--- config.mk ---
export PLATFORM = sky130hd
export DESIGN_NAME = data_mem_ctrl
export DESIGN_NICKNAME = d
export VERILOG_FILES = /design/src/rtl/data_mem_ctrl.sv
export SDC_FILE = /design/constraint.sdc
export NUM_CORES = 1
export LEC_CHECK = 0
export ABC_CLOCK_PERIOD_IN_PS = 2500
export BUFFER_PORTS_ARGS = -buffer_cell sky130_fd_sc_hd__buf_2
export CORE_ASPECT_RATIO = 1.1
export CORE_MARGIN = 2
export CORE_UTILIZATION = 42
export CTS_CLUSTER_SIZE = 8
export DETAILED_ROUTE_END_ITERATION = 8
export PLACE_DENSITY_LB_ADDON = 0.15
export SLEW_MARGIN = 25
export SYNTH_ARGS = -nofsm -noshare
export SYNTH_HDL_FRONTEND = slang
export SYNTH_SLANG_ARGS = --single-unit
--- constraint.sdc ---
create_clock -name clk -period 2.5 [get_ports clk]
set_clock_uncertainty 0.2 [all_clocks]
set_input_delay 0.25 -clock clk [delete_from_list [all_inputs] [get_ports clk]]
set_output_delay 0.25 -clock clk [all_outputs]
set_load 0.01 [all_outputs]
--- src/rtl/data_mem_ctrl.sv ---
// ---------------------------------------------------------------------------
// data_mem_ctrl
//
// Request/response controller placed in front of the data memory. It takes
// one load or store per transaction over a valid/ready request handshake,
// drives the memory strobes for exactly one cycle, registers load data, and
// returns the result over a valid/ready response handshake. It also keeps
// saturating debug counters of completed loads and stores.
//
// Optional feature macro: DATA_MEM_CTRL_BOUNDS_CHK_EN
//   defined     : a latched address >= MEM_DEPTH is rejected. No memory
//                 strobe is issued, and the response has resp_err=1 and
//                 resp_rdata=0.
//   not defined : the address is truncated to log2(MEM_DEPTH) bits and
//                 wraps. resp_err is always 0.
//
// Ports:
//   clk, rst            clock, asynchronous active-high reset
//   req_valid/req_ready request handshake
//   req_we              1 = store, 0 = load
//   req_addr, req_wdata request word address and store data
//   resp_valid/resp_ready response handshake
//   resp_rdata          load data; 0 for stores and errors
//   resp_err            request rejected (out of range)
//   datamem_addr        memory address
//   datamem_data        memory write data
//   we, re              memory write and read strobes
//   datamem_strm        memory read data, combinational from the memory
//   load_cnt, store_cnt saturating completed-transaction counters
// ---------------------------------------------------------------------------
module data_mem_ctrl #(
  parameter int ADDR_W    = 16,
  parameter int DATA_W    = 16,
  parameter int MEM_DEPTH = 128
) (
  input  logic              clk,
  input  logic              rst,
  input  logic              req_valid,
  output logic              req_ready,
  input  logic              req_we,
  input  logic [ADDR_W-1:0] req_addr,
  input  logic [DATA_W-1:0] req_wdata,
  output logic              resp_valid,
  input  logic              resp_ready,
  output logic [DATA_W-1:0] resp_rdata,
  output logic              resp_err,
  output logic [ADDR_W-1:0] datamem_addr,
  output logic [DATA_W-1:0] datamem_data,
  output logic              we,
  output logic              re,
  input  logic [DATA_W-1:0] datamem_strm,
  output logic [15:0]       load_cnt,
  output logic [15:0]       store_cnt
);

  localparam logic [1:0] ST_IDLE   = 2'd0;
  localparam logic [1:0] ST_ACCESS = 2'd1;
  localparam logic [1:0] ST_RESP   = 2'd2;

  logic [1:0]        state_reg;
  logic [1:0]        state_next;
  logic              we_lat_reg;
  logic [ADDR_W-1:0] addr_lat_reg;
  logic [DATA_W-1:0] wdata_lat_reg;
  logic [DATA_W-1:0] rdata_reg;
  logic              err_reg;
  logic [15:0]       load_cnt_reg;
  logic [15:0]       store_cnt_reg;

  logic              addr_err;
  logic [ADDR_W-1:0] eff_addr;

`ifdef DATA_MEM_CTRL_BOUNDS_CHK_EN
  // The comparison is done one bit wider so that a MEM_DEPTH equal to
  // 2**ADDR_W still compares correctly.
  localparam logic [ADDR_W:0] DEPTH_L = MEM_DEPTH[ADDR_W:0];

  assign addr_err = ({1'b0, addr_lat_reg} >= DEPTH_L);
  assign eff_addr = addr_lat_reg;
`else
  localparam int MEM_AW = (MEM_DEPTH > 1) ? $clog2(MEM_DEPTH) : 1;
  localparam logic [ADDR_W-1:0] ADDR_MASK = ADDR_W'((64'd1 << MEM_AW) - 64'd1);

  // Upper address bits are discarded on purpose so that the address wraps.
  logic unused_addr_bits;
  assign unused_addr_bits = ^(addr_lat_reg & ~ADDR_MASK);

  assign addr_err = 1'b0;
  assign eff_addr = addr_lat_reg & ADDR_MASK;
`endif

  // Next-state logic
  always_comb begin
    state_next = ST_IDLE;
    case (state_reg)
      ST_IDLE:   state_next = req_valid ? ST_ACCESS : ST_IDLE;
      ST_ACCESS: state_next = ST_RESP;
      ST_RESP:   state_next = resp_ready ? ST_IDLE : ST_RESP;
      default:   state_next = ST_IDLE;
    endcase
  end

  // Memory strobes. These are only active in ACCESS and are suppressed on a
  // range error. Everything is 0 otherwise, so the memory sees a quiet bus.
  always_comb begin
    datamem_addr = '0;
    datamem_data = '0;
    we           = 1'b0;
    re           = 1'b0;
    if ((state_reg == ST_ACCESS) && !addr_err) begin
      datamem_addr = eff_addr;
      if (we_lat_reg) begin
        we           = 1'b1;
        datamem_data = wdata_lat_reg;
      end else begin
        re = 1'b1;
      end
    end
  end

  always_ff @(posedge clk or posedge rst) begin
    if (rst) begin
      state_reg     <= ST_IDLE;
      we_lat_reg    <= 1'b0;
      addr_lat_reg  <= '0;
      wdata_lat_reg <= '0;
      rdata_reg     <= '0;
      err_reg       <= 1'b0;
      load_cnt_reg  <= '0;
      store_cnt_reg <= '0;
    end else begin
      state_reg <= state_next;
      case (state_reg)
        ST_IDLE: begin
          if (req_valid) begin
            we_lat_reg    <= req_we;
            addr_lat_reg  <= req_addr;
            wdata_lat_reg <= req_wdata;
          end
        end
        ST_ACCESS: begin
          // Memory read data is combinational, so capture it on the edge
          // that ends ACCESS. Stores and errors return 0.
          err_reg   <= addr_err;
          rdata_reg <= (!we_lat_reg && !addr_err) ? datamem_strm : '0;
        end
        ST_RESP: begin
          if (resp_ready && !err_reg) begin
            if (we_lat_reg) begin
              if (store_cnt_reg != 16'hFFFF) store_cnt_reg <= store_cnt_reg + 16'd1;
            end else begin
              if (load_cnt_reg != 16'hFFFF) load_cnt_reg <= load_cnt_reg + 16'd1;
            end
          end
        end
        default: ;
      endcase
    end
  end

  assign req_ready  = (state_reg == ST_IDLE);
  assign resp_valid = (state_reg == ST_RESP);
  assign resp_rdata = rdata_reg;
  assign resp_err   = err_reg;
  assign load_cnt   = load_cnt_reg;
  assign store_cnt  = store_cnt_reg;

endmodule

==> flow_summary.json, run 1 <==
{
  "min_to": "state_reg[0]$_DFF_PP0_",
  "post-route-period-util_pct": 82.7,
  "cpPeakStageDelay_ps": 450,
  "ctsLongestPathBuffers": 2,
  "dr.pass1.iters": 4,
  "ys.flop_type": "dfrtp_1",
  "yosys-top-cells-count": "dfrtp_1, nand2_1, mux2_2, xor2_1, and3_1",
  "fin_area_um2": 4860,
  "rr_startpoint": "load_cnt[0]$_DFFE_PP0P_",
  "synth-edff-count": 0,
  "r2r_setup_slack_ps": 460,
  "cts_setup_buffers": 0,
  "path_clk_slew_ps": 70,
  "grt_usage_pct": 17.9,
  "dp_cells": 536,
  "grt_pass1_wl_mm": 13.2,
  "powerDensity_nw_per_um2": 879,
  "vias": 2933,
  "required_ps": 2050,
  "grt_max_degree": 75,
  "muxShareOfSynthArea_pct": 8.34,
  "synth_top_family_by_area": "simple AND/OR/NAND/NOR gates",
  "critPathKind": "reg -> out",
  "nets": 536,
  "vdd_ir_drop_max_v": 0.000547,
  "io_buffers": 118,
  "timing.rr.end": "load_cnt[1]$_DFFE_PP0P_",
  "maxCapViolations": 0,
  "grt_pass1_vias": 2884,
  "wl_mm": 8.00,
  "crit_chain": "nor2b_2 > buf_4 > and3_1 > buf_2",
  "ant_nets": 0,
  "initial_core_util_pct": 43.9,
  "avgSynthCellArea_um2": 11.1,
  "synthAdderAreaFrac_pct": 0.713,
  "synth_xor_area_share_pct": 6.74,
  "hold_start": "req_valid",
  "cts_sinks": 74,
  "hp-class": "in -> reg",
  "clk_latency_ps": 330,
  "root_buffer": "clkbuf_8",
  "rows": 34,
  "numCtsBuffers": 9,
  "hold_viol": 0,
  "syn_area_um2": 3510,
  "ctsHoldBuffers": 42,
  "synthCells": 317,
  "fmax_mhz": 484,
  "cp-start-kind": "register",
  "final_max_slew_viol_count": 0,
  "fp.dieH_um": 99.9,
  "n_antenna_cell": 0,
  "htreeDepth": 3,
  "drive_gt1_share_pct": 37.1,
  "synth-seq-area-share_pct": 52.8,
  "outcome": "finished, final reports clean",
  "drt_iter0_markers": 57,
  "synth_seq_cells": 74,
  "crit_path_max_fanout": 40,
  "drc": 0,
  "crit_slowest_cell": "dfrtp_1",
  "synthDominantCellAreaShare_pct": 52.8,
  "leakagePower_nw": 2.60,
  "synth_compound_area_share_pct": 2.10,
  "rsz0062_at_grt": "false",
  "viasPerCell": 4.95,
  "rr_worst_depth": 6,
  "antenna_found_initial": 0,
  "synth_area_leaders": "dfrtp_1, mux2_2, xor2_1",
  "place_congestion": 0.754,
  "setup_viol": 0,
  "ys_types": 38,
  "cts_tree": "done",
  "fin_crit_ps": 2070,
  "die_w_um": 91.2,
  "syn_to_final_growth_pct": 38.4,
  "dp.final_hpwl_mm": 5.26,
  "min_path_cells": 2,
  "synth_top_area_cell": "dfrtp_1",
  "arrival_ps": 1620,
  "postCtsResizedCells": 0,
  "finalNonFillerCells": 593,
  "yosys.area_share.simple_pct": 25.1,
  "finalSetupTns_ps": 0,
  "coreArea_um2": 8000,
  "dpl_cell_area_um2": 4220,
  "synth_most_common_cell": "dfrtp_1",
  "critPathTopFamily": "buffers and inverters",
  "cp-end-kind": "output port",
  "async_flop_share_pct": 100,
  "pin_count": 138,
  "routedWlPerCell_um": 13.5,
  "global_route.overflow_total": 0,
  "yosys_warnings": 0,
  "dieArea_um2": 9100,
  "path_buf_inv": 2
}
layout by cell type, fill, tap and decap left out, types with 2 or more instances in the layout:
| cell | instances |
|---|---|
| clkbuf_8 | 11 |
| o31ai_1 | 2 |
| inv_1 | 2 |
| buf_2 | 118 |
| dlygate4sd3_1 | 42 |
| or4_4 | 2 |
| nor3b_1 | 2 |
| nand2b_1 | 2 |
| nand2_1 | 42 |
| nand3b_1 | 16 |
| bufinv_16 | 2 |
| nand3_1 | 10 |
| and3_1 | 20 |
| dfrtp_1 | 74 |
| o2111ai_1 | 3 |
| nor4_2 | 3 |
| conb_1 | 10 |
| nor2_1 | 6 |
| and2_1 | 9 |
| or3_1 | 2 |
| o21ai_0 | 5 |
| buf_4 | 8 |
| ha_1 | 2 |
| clkbuf_1 | 2 |
| mux2_2 | 26 |
| xor2_1 | 23 |
| nand4_1 | 7 |
| nor4_1 | 5 |
| xnor2_1 | 4 |
| nor3_1 | 12 |
| or2_2 | 2 |
layout make-up:
type | count | area [µm²]
Sequential cell | 74 | 1850
Tap cell | 108 | 135
Timing Repair Buffer | 169 | 1090
Fill cell | 732 | 3140
Inverter | 3 | 11.3
Multi-Input combinational cell | 224 | 1550
Clock buffer | 13 | 159
Clock inverter | 2 | 60.1
per-layer routing:
| metal | up-vias | wire length (µm) | global-route usage [%] |
|---|---|---|---|
| met3 | 12 | 319 | 3.45 |
| li1 | 1416 | - | - |
| met1 | 1428 | 3480 | 22.0 |
| met5 | - | 0 | 0 |
| met4 | 0 | 116 | 6.76 |
| met2 | 77 | 4080 | 31.4 |
worst reg2reg max path, stage by stage, from the launching register on:
cell	delay, ps
dfrtp_1	430
ha_1	200
nand4_1	160
nor4_1	400
buf_4	210
nor2_1	70
mux2_2	270
metrics by stage:
step / power (mW) / util [%] / hold slack (ps) / setup slack [ps]
2_1_floorplan: 2.71 / - / 158 / 168
3_3_place_gp: 3.21 / 52.7 / 175 / 494
3_5_place_dp: 3.24 / 52.7 / 175 / 470
4_1_cts: 4.34 / 60.7 / 181 / 405
5_1_grt: 4.56 / 60.7 / 229 / 263
6_report: 4.27 / 60.7 / 182 / 433
kinds of logic (layout without fill, tap and decap cells):
family                     count (synthesis)  count (layout)
other                                      1              10
and+or+nand+nor                          148             148
adders and majority gates                  2               2
xor gates and xnor gates                  27              27
AOI/OAI and AO/OA                         11              11
muxes                                     26              26
DFF                                       74              74
buffers and inverters                     28             187
worst max-delay path by stage:
stage                            start                          end  cells after the start
6_report        state_reg[1]$_DFF_PP0_             datamem_data[15]                      4
2_1_floorplan                      rst  addr_lat_reg[0]$_DFFE_PP0P_                      1
3_3_place_gp   load_cnt[0]$_DFFE_PP0P_      load_cnt[1]$_DFFE_PP0P_                      6
5_1_grt        load_cnt[0]$_DFFE_PP0P_      load_cnt[1]$_DFFE_PP0P_                      6
4_1_cts         state_reg[1]$_DFF_PP0_              datamem_data[6]                      4
3_5_place_dp   load_cnt[0]$_DFFE_PP0P_      load_cnt[1]$_DFFE_PP0P_                      6
where the power goes:
| group | switching (mW) | internal (mW) | total, mW | leakage [nW] |
|---|---|---|---|---|
| sequential | 0.235 | 1.58 | 1.81 | 0.951 |
| combinational | 0.725 | 0.703 | 1.43 | 1.54 |
| clock | 0.414 | 0.613 | 1.03 | 0.110 |
| total | 1.37 | 2.90 | 4.27 | 2.60 |
Note: power is estimated with default switching activity, not from simulation.
==> run 2: changes to the inputs <==
--- a/config.mk
+++ b/config.mk
@@ -5,7 +5,7 @@
 export SDC_FILE = /design/constraint.sdc
 export NUM_CORES = 1
 export LEC_CHECK = 0
-export ABC_CLOCK_PERIOD_IN_PS = 2500
+export ABC_CLOCK_PERIOD_IN_PS = 2100
 export BUFFER_PORTS_ARGS = -buffer_cell sky130_fd_sc_hd__buf_2
 export CORE_ASPECT_RATIO = 1.1
 export CORE_MARGIN = 2
==> constraint.sdc (replaced) <==
create_clock -name clk -period 2.1 [get_ports clk]
set_clock_uncertainty 0.2 [all_clocks]
set_input_delay 0.21 -clock clk [delete_from_list [all_inputs] [get_ports clk]]
set_output_delay 0.21 -clock clk [all_outputs]
set_load 0.01 [all_outputs]
==> run 2 against run 1 <==
Effect of this change:
- critical path depth is the same
- sequential share of layout area is essentially flat
- worst hold slack worse by 72 ps
- die area stayed put
- sequential cell count is the same
- global-route usage grew 1.1 points
- via count up 0.82%
- critical endpoint unchanged
==> flow_summary.json, run 2 (synthesized netlist as in run 1, its figures left out) <==
{
  "min_to": "state_reg[0]$_DFF_PP0_",
  "grt_pass1_wl_mm": 14.0,
  "r2r_setup_slack_ps": 130,
  "vdd_ir_drop_max_v": 0.000587,
  "dp.final_hpwl_mm": 5.39,
  "grt_max_degree": 75,
  "final_max_slew_viol_count": 0,
  "fin_area_um2": 4860,
  "coreArea_um2": 8000,
  "global_route.overflow_total": 0,
  "critPathTopFamily": "flip-flops",
  "numCtsBuffers": 9,
  "drive_gt1_share_pct": 38.4,
  "outcome": "finished, final reports clean",
  "dieArea_um2": 9100,
  "fillers": 729,
  "path_clk_slew_ps": 80,
  "multi_input_area_um2": 1550,
  "timing.rr.end": "store_cnt[13]$_DFFE_PP0P_",
  "die_w_um": 91.2,
  "crit_chain": "nor2b_2 > buf_6 > and3_1 > buf_2",
  "n_antenna_cell": 0,
  "required_ps": 1690,
  "grt_usage_pct": 19.0,
  "antenna_found_initial": 0,
  "clk_latency_ps": 340,
  "nets": 540,
  "final_common_cell": "buf_2",
  "ctsLongestPathBuffers": 2,
  "dpl_cell_area_um2": 4250,
  "cp-start-kind": "register",
  "cp-end-kind": "output port",
  "routedWlPerCell_um": 13.8,
  "viasPerCell": 4.94,
  "io_buffers": 118,
  "cts_setup_buffers": 0,
  "finalSetupTns_ps": 0,
  "cpPeakStageDelay_ps": 450,
  "hold_start": "req_valid",
  "leakagePower_nw": 2.59,
  "rsz0062_at_grt": "false",
  "dr.pass1.iters": 4,
  "hold_ws_ps": 110,
  "wl_mm": 8.24,
  "drt_iter0_markers": 83,
  "arrival_ps": 1580,
  "root_buffer": "clkbuf_8",
  "ant_nets": 0,
  "syn_to_final_growth_pct": 38.5,
  "critPathKind": "reg -> out",
  "vias": 2957,
  "pin_count": 138,
  "hp-class": "in -> reg",
  "min_path_cells": 3,
  "rows": 34,
  "rr_startpoint": "store_cnt[1]$_DFFE_PP0P_",
  "powerDensity_nw_per_um2": 1020,
  "fmax_mhz": 502,
  "rr_worst_depth": 5,
  "maxCapViolations": 0,
  "setup_viol": 0,
  "fp.dieH_um": 99.9,
  "mostFrequentLayoutCells": "buf_2, dfrtp_1, nand2_1, dlygate4sd3_1, mux2_2",
  "fin_crit_ps": 1990,
  "post-route-period-util_pct": 94.8,
  "crit_path_max_fanout": 40,
  "hold_viol": 0,
  "crit_slowest_cell": "dfrtp_1",
  "path_buf_inv": 2,
  "htreeDepth": 3,
  "place_congestion": 0.788,
  "grt_pass1_vias": 3029,
  "drc": 0,
  "cts_tree": "done",
  "seqCellArea_um2": 1850,
  "cts_sinks": 74,
  "initial_core_util_pct": 43.9
}
-- run 2: cell count changes in the layout (fill, tap and decap cells not counted) --
cell / delta
buf_4: +3
clkinvlp_4: +3
bufinv_16: -2
clkbuf_1: -2
clkinv_2: +2
clkinv_4: +2
buf_6: +1
clkbuf_8: -1
inv_2: -1
nor4_1: -1
nor4_2: +1
-- run 2: worst max-delay path by stage --
| stage | startpoint | to | slack [ps] | cells after the start |
|---|---|---|---|---|
| 4_1_cts | state_reg[1]$_DFF_PP0_ | datamem_data[1] | 30 | 4 |
| 6_report | state_reg[1]$_DFF_PP0_ | datamem_data[15] | 110 | 4 |
| 3_5_place_dp | load_cnt[0]$_DFFE_PP0P_ | load_cnt[1]$_DFFE_PP0P_ | 120 | 6 |
| 5_1_grt | load_cnt[0]$_DFFE_PP0P_ | load_cnt[1]$_DFFE_PP0P_ | 10 | 6 |
| 3_3_place_gp | load_cnt[0]$_DFFE_PP0P_ | load_cnt[1]$_DFFE_PP0P_ | 170 | 6 |
| 2_1_floorplan | load_cnt[0]$_DFFE_PP0P_ | load_cnt[6]$_DFFE_PP0P_ | 200 | 6 |
-- run 2: final cells by class --
type	instances	area share [%]
clock inverter	6	0.875
timing repair buffer	173	23.1
multi-input combinational	224	32.0
tap	108	2.78
inverter	3	0.309
sequential	74	38.1
clock buffer	10	2.83
-- run 2: power breakdown --
group          leakage [nW]  total [mW]  switching [mW]  internal, mW
Sequential            0.951        2.14           0.263          1.88
Combinational          1.55        1.80           0.916         0.880
Clock                0.0882        1.01           0.546         0.461
Total                  2.59        4.95            1.73          3.22
-- run 2: repair_timing --
item,in CTS,in global routing
setup endpoints to repair,0,22
resized for setup,0,2
hold buffers,42,0
hold endpoints to repair,115,0
-- run 2: worst min-delay path, stage by stage --
cell    delay, ps
buf_2          70
and2_1        130
buf_4         180
-- run 2: metal layers --
| metal | GRT usage (%) | wire [µm] |
|---|---|---|
| met5 | 0 | 0 |
| met2 | 32.6 | 4090 |
| met4 | 7.46 | 149 |
| met1 | 23.6 | 3590 |
| met3 | 3.98 | 411 |
-- run 2: stage by stage --
stage | instances | setup WS (ps) | total power [mW] | util [%]
after floorplan | 326 | 197 | 3.23 | -
after global placement | 540 | 173 | 3.86 | 53.1
after detailed placement | 540 | 122 | 3.91 | 53.1
after CTS | 598 | 30.4 | 4.99 | 60.7
after global routing | 598 | 12.6 | 5.31 | 60.8
final | 598 | 110 | 4.95 | 60.8
==> run 3: changes to the inputs <==
==> constraint.sdc (replaced) <==
create_clock -name clk -period 2.1 [get_ports clk]
set_clock_uncertainty 0.2 [all_clocks]
set_input_delay 0.42 -clock clk [delete_from_list [all_inputs] [get_ports clk]]
set_output_delay 0.42 -clock clk [all_outputs]
set_load 0.01 [all_outputs]
==> run 3 against run 2 <==
Effect of this change:
- critical path depth unchanged
- total power increased by 5.7%
- final area decreased by 5.6%
- die area unchanged
- sequential share of layout area increased by 2.3 points
- utilization decreased by 3.4 points
- first-iteration DRC count decreased by 40%
- sequential power about the same
- via count decreased by 5.5%
- wire length decreased by 5.4%
- highest routed layer unchanged
==> flow_summary.json, run 3 (synthesized netlist as in run 1, its figures left out) <==
{
  "ctsLongestPathBuffers": 2,
  "crit_path_max_fanout": 20,
  "dp.final_hpwl_mm": 5.32,
  "cp-startpoint": "state_reg[1]$_DFF_PP0_",
  "fin_area_um2": 4590,
  "cp-start-kind": "register",
  "fillers": 757,
  "ant_nets": 0,
  "wl_mm": 7.79,
  "final_common_cell": "buf_2",
  "r2r_setup_slack_ps": 160,
  "place_congestion": 0.839,
  "rr_startpoint": "state_reg[0]$_DFF_PP0_",
  "mostFrequentLayoutCells": "buf_2, dfrtp_1, nand2_1",
  "hold_viol": 0,
  "grt_pass1_wl_mm": 12.9,
  "hold_start": "datamem_strm[4]",
  "worst_slack_ps": 54.9,
  "fin_crit_ps": 2050,
  "routedWlPerCell_um": 13.9,
  "io_buffers": 118,
  "crit_chain": "nor2b_4 > buf_12 > and3_1 > buf_2",
  "fp.dieH_um": 99.9,
  "drive_gt1_share_pct": 43.2,
  "outcome": "finished, final reports clean",
  "pin_count": 138,
  "drc": 0,
  "required_ps": 1480,
  "rows": 34,
  "coreArea_um2": 8000,
  "antenna_found_initial": 0,
  "viasPerCell": 4.97,
  "cts_tree": "done",
  "dpl_cell_area_um2": 4270,
  "initial_core_util_pct": 43.9,
  "crit_slowest_cell": "dfrtp_2",
  "root_buffer": "clkbuf_8",
  "post-route-period-util_pct": 97.4,
  "cp-end-kind": "output port",
  "drt_iter0_markers": 50,
  "numCtsBuffers": 9,
  "setup_viol": 0,
  "dieArea_um2": 9100,
  "fmax_mhz": 489,
  "dr.pass1.iters": 4,
  "syn_to_final_growth_pct": 30.7,
  "final_max_slew_viol_count": 0,
  "arrival_ps": 1430,
  "place_ws_ps": 112,
  "leakagePower_nw": 2.48,
  "vias": 2793,
  "hp-class": "in -> reg",
  "critPathKind": "reg -> out",
  "htreeDepth": 3,
  "grt_pass1_vias": 2692,
  "powerDensity_nw_per_um2": 1140,
  "path_clk_slew_ps": 80,
  "seqCellArea_um2": 1850,
  "n_antenna_cell": 0,
  "grt_usage_pct": 17.8,
  "multi_input_area_um2": 1570,
  "cts_sinks": 74,
  "global_route.overflow_total": 0,
  "clk_latency_ps": 330,
  "cpPeakStageDelay_ps": 430,
  "rsz0062_at_grt": "true",
  "vdd_ir_drop_max_v": 0.000574,
  "maxCapViolations": 0,
  "nets": 504,
  "grt_max_degree": 75,
  "die_w_um": 91.2
}
-- run 3: what timing repair did --
item	4_1_cts	5_1_grt
hold buffers	1	0
pin swaps	0	1
setup buffers	2	2
cloned	1	1
hold endpoints to repair	17	0
gates resized for setup	3	5
setup endpoints to repair	15	23
-- run 3: layout make-up --
class                   instances  area share, %
well taps                     108           2.95
multi-input cells             224           34.2
clock inverters                 5           1.69
repair buffers                137           17.3
inverters                       3          0.327
clock buffers                  11           3.08
flip-flops and latches         74           40.4
-- run 3: final timing paths --
check	cells after the start	end
worst min-delay path	3	resp_rdata[4]$_DFFE_PP0P_
min in group asynchronous	4	load_cnt[3]$_DFFE_PP0P_
worst min register to register	2	resp_rdata[5]$_DFFE_PP0P_
worst max-delay path	4	datamem_data[12]
worst max register to register	5	store_cnt[9]$_DFFE_PP0P_
max in group asynchronous	4	state_reg[1]$_DFF_PP0_
-- run 3: per-stage QoR --
| step | hold WS, ps | power [mW] | std cells | util [%] | TNS, ps |
|---|---|---|---|---|---|
| after CTS | 97.2 | 5.27 | 559 | 56.8 | 0 |
| after detailed placement | 251 | 3.95 | 539 | 53.4 | 0 |
| final | 111 | 5.23 | 562 | 57.4 | 0 |
| after global placement | 245 | 3.89 | 539 | 53.4 | 0 |
| after floorplan | 272 | 3.23 | 326 | - | 0 |
| after global routing | 96.4 | 5.59 | 562 | 57.4 | -93.4 |
-- run 3: routing by layer --
layer / up-vias / share of wire [%] / global-route usage, %
met1: 1352 / 44 / 22.5
met5: - / 0 / 0
li1: 1356 / - / -
met2: 72 / 49 / 29.7
met4: 0 / 2.1 / 8.16
met3: 13 / 4.4 / 3.38
-- run 3: critical path, delay by kind of cell, from the launching register on --
kind / cells / cell delay, ps
buf+inv: 2 / 300
simple gates: 2 / 360
flops: 1 / 430
-- run 3: report_power, final --
| part | switching, mW | internal [mW] |
|---|---|---|
| Combinational | 0.946 | 0.939 |
| Clock | 0.513 | 0.698 |
| Sequential | 0.247 | 1.88 |
| Total | 1.71 | 3.52 |
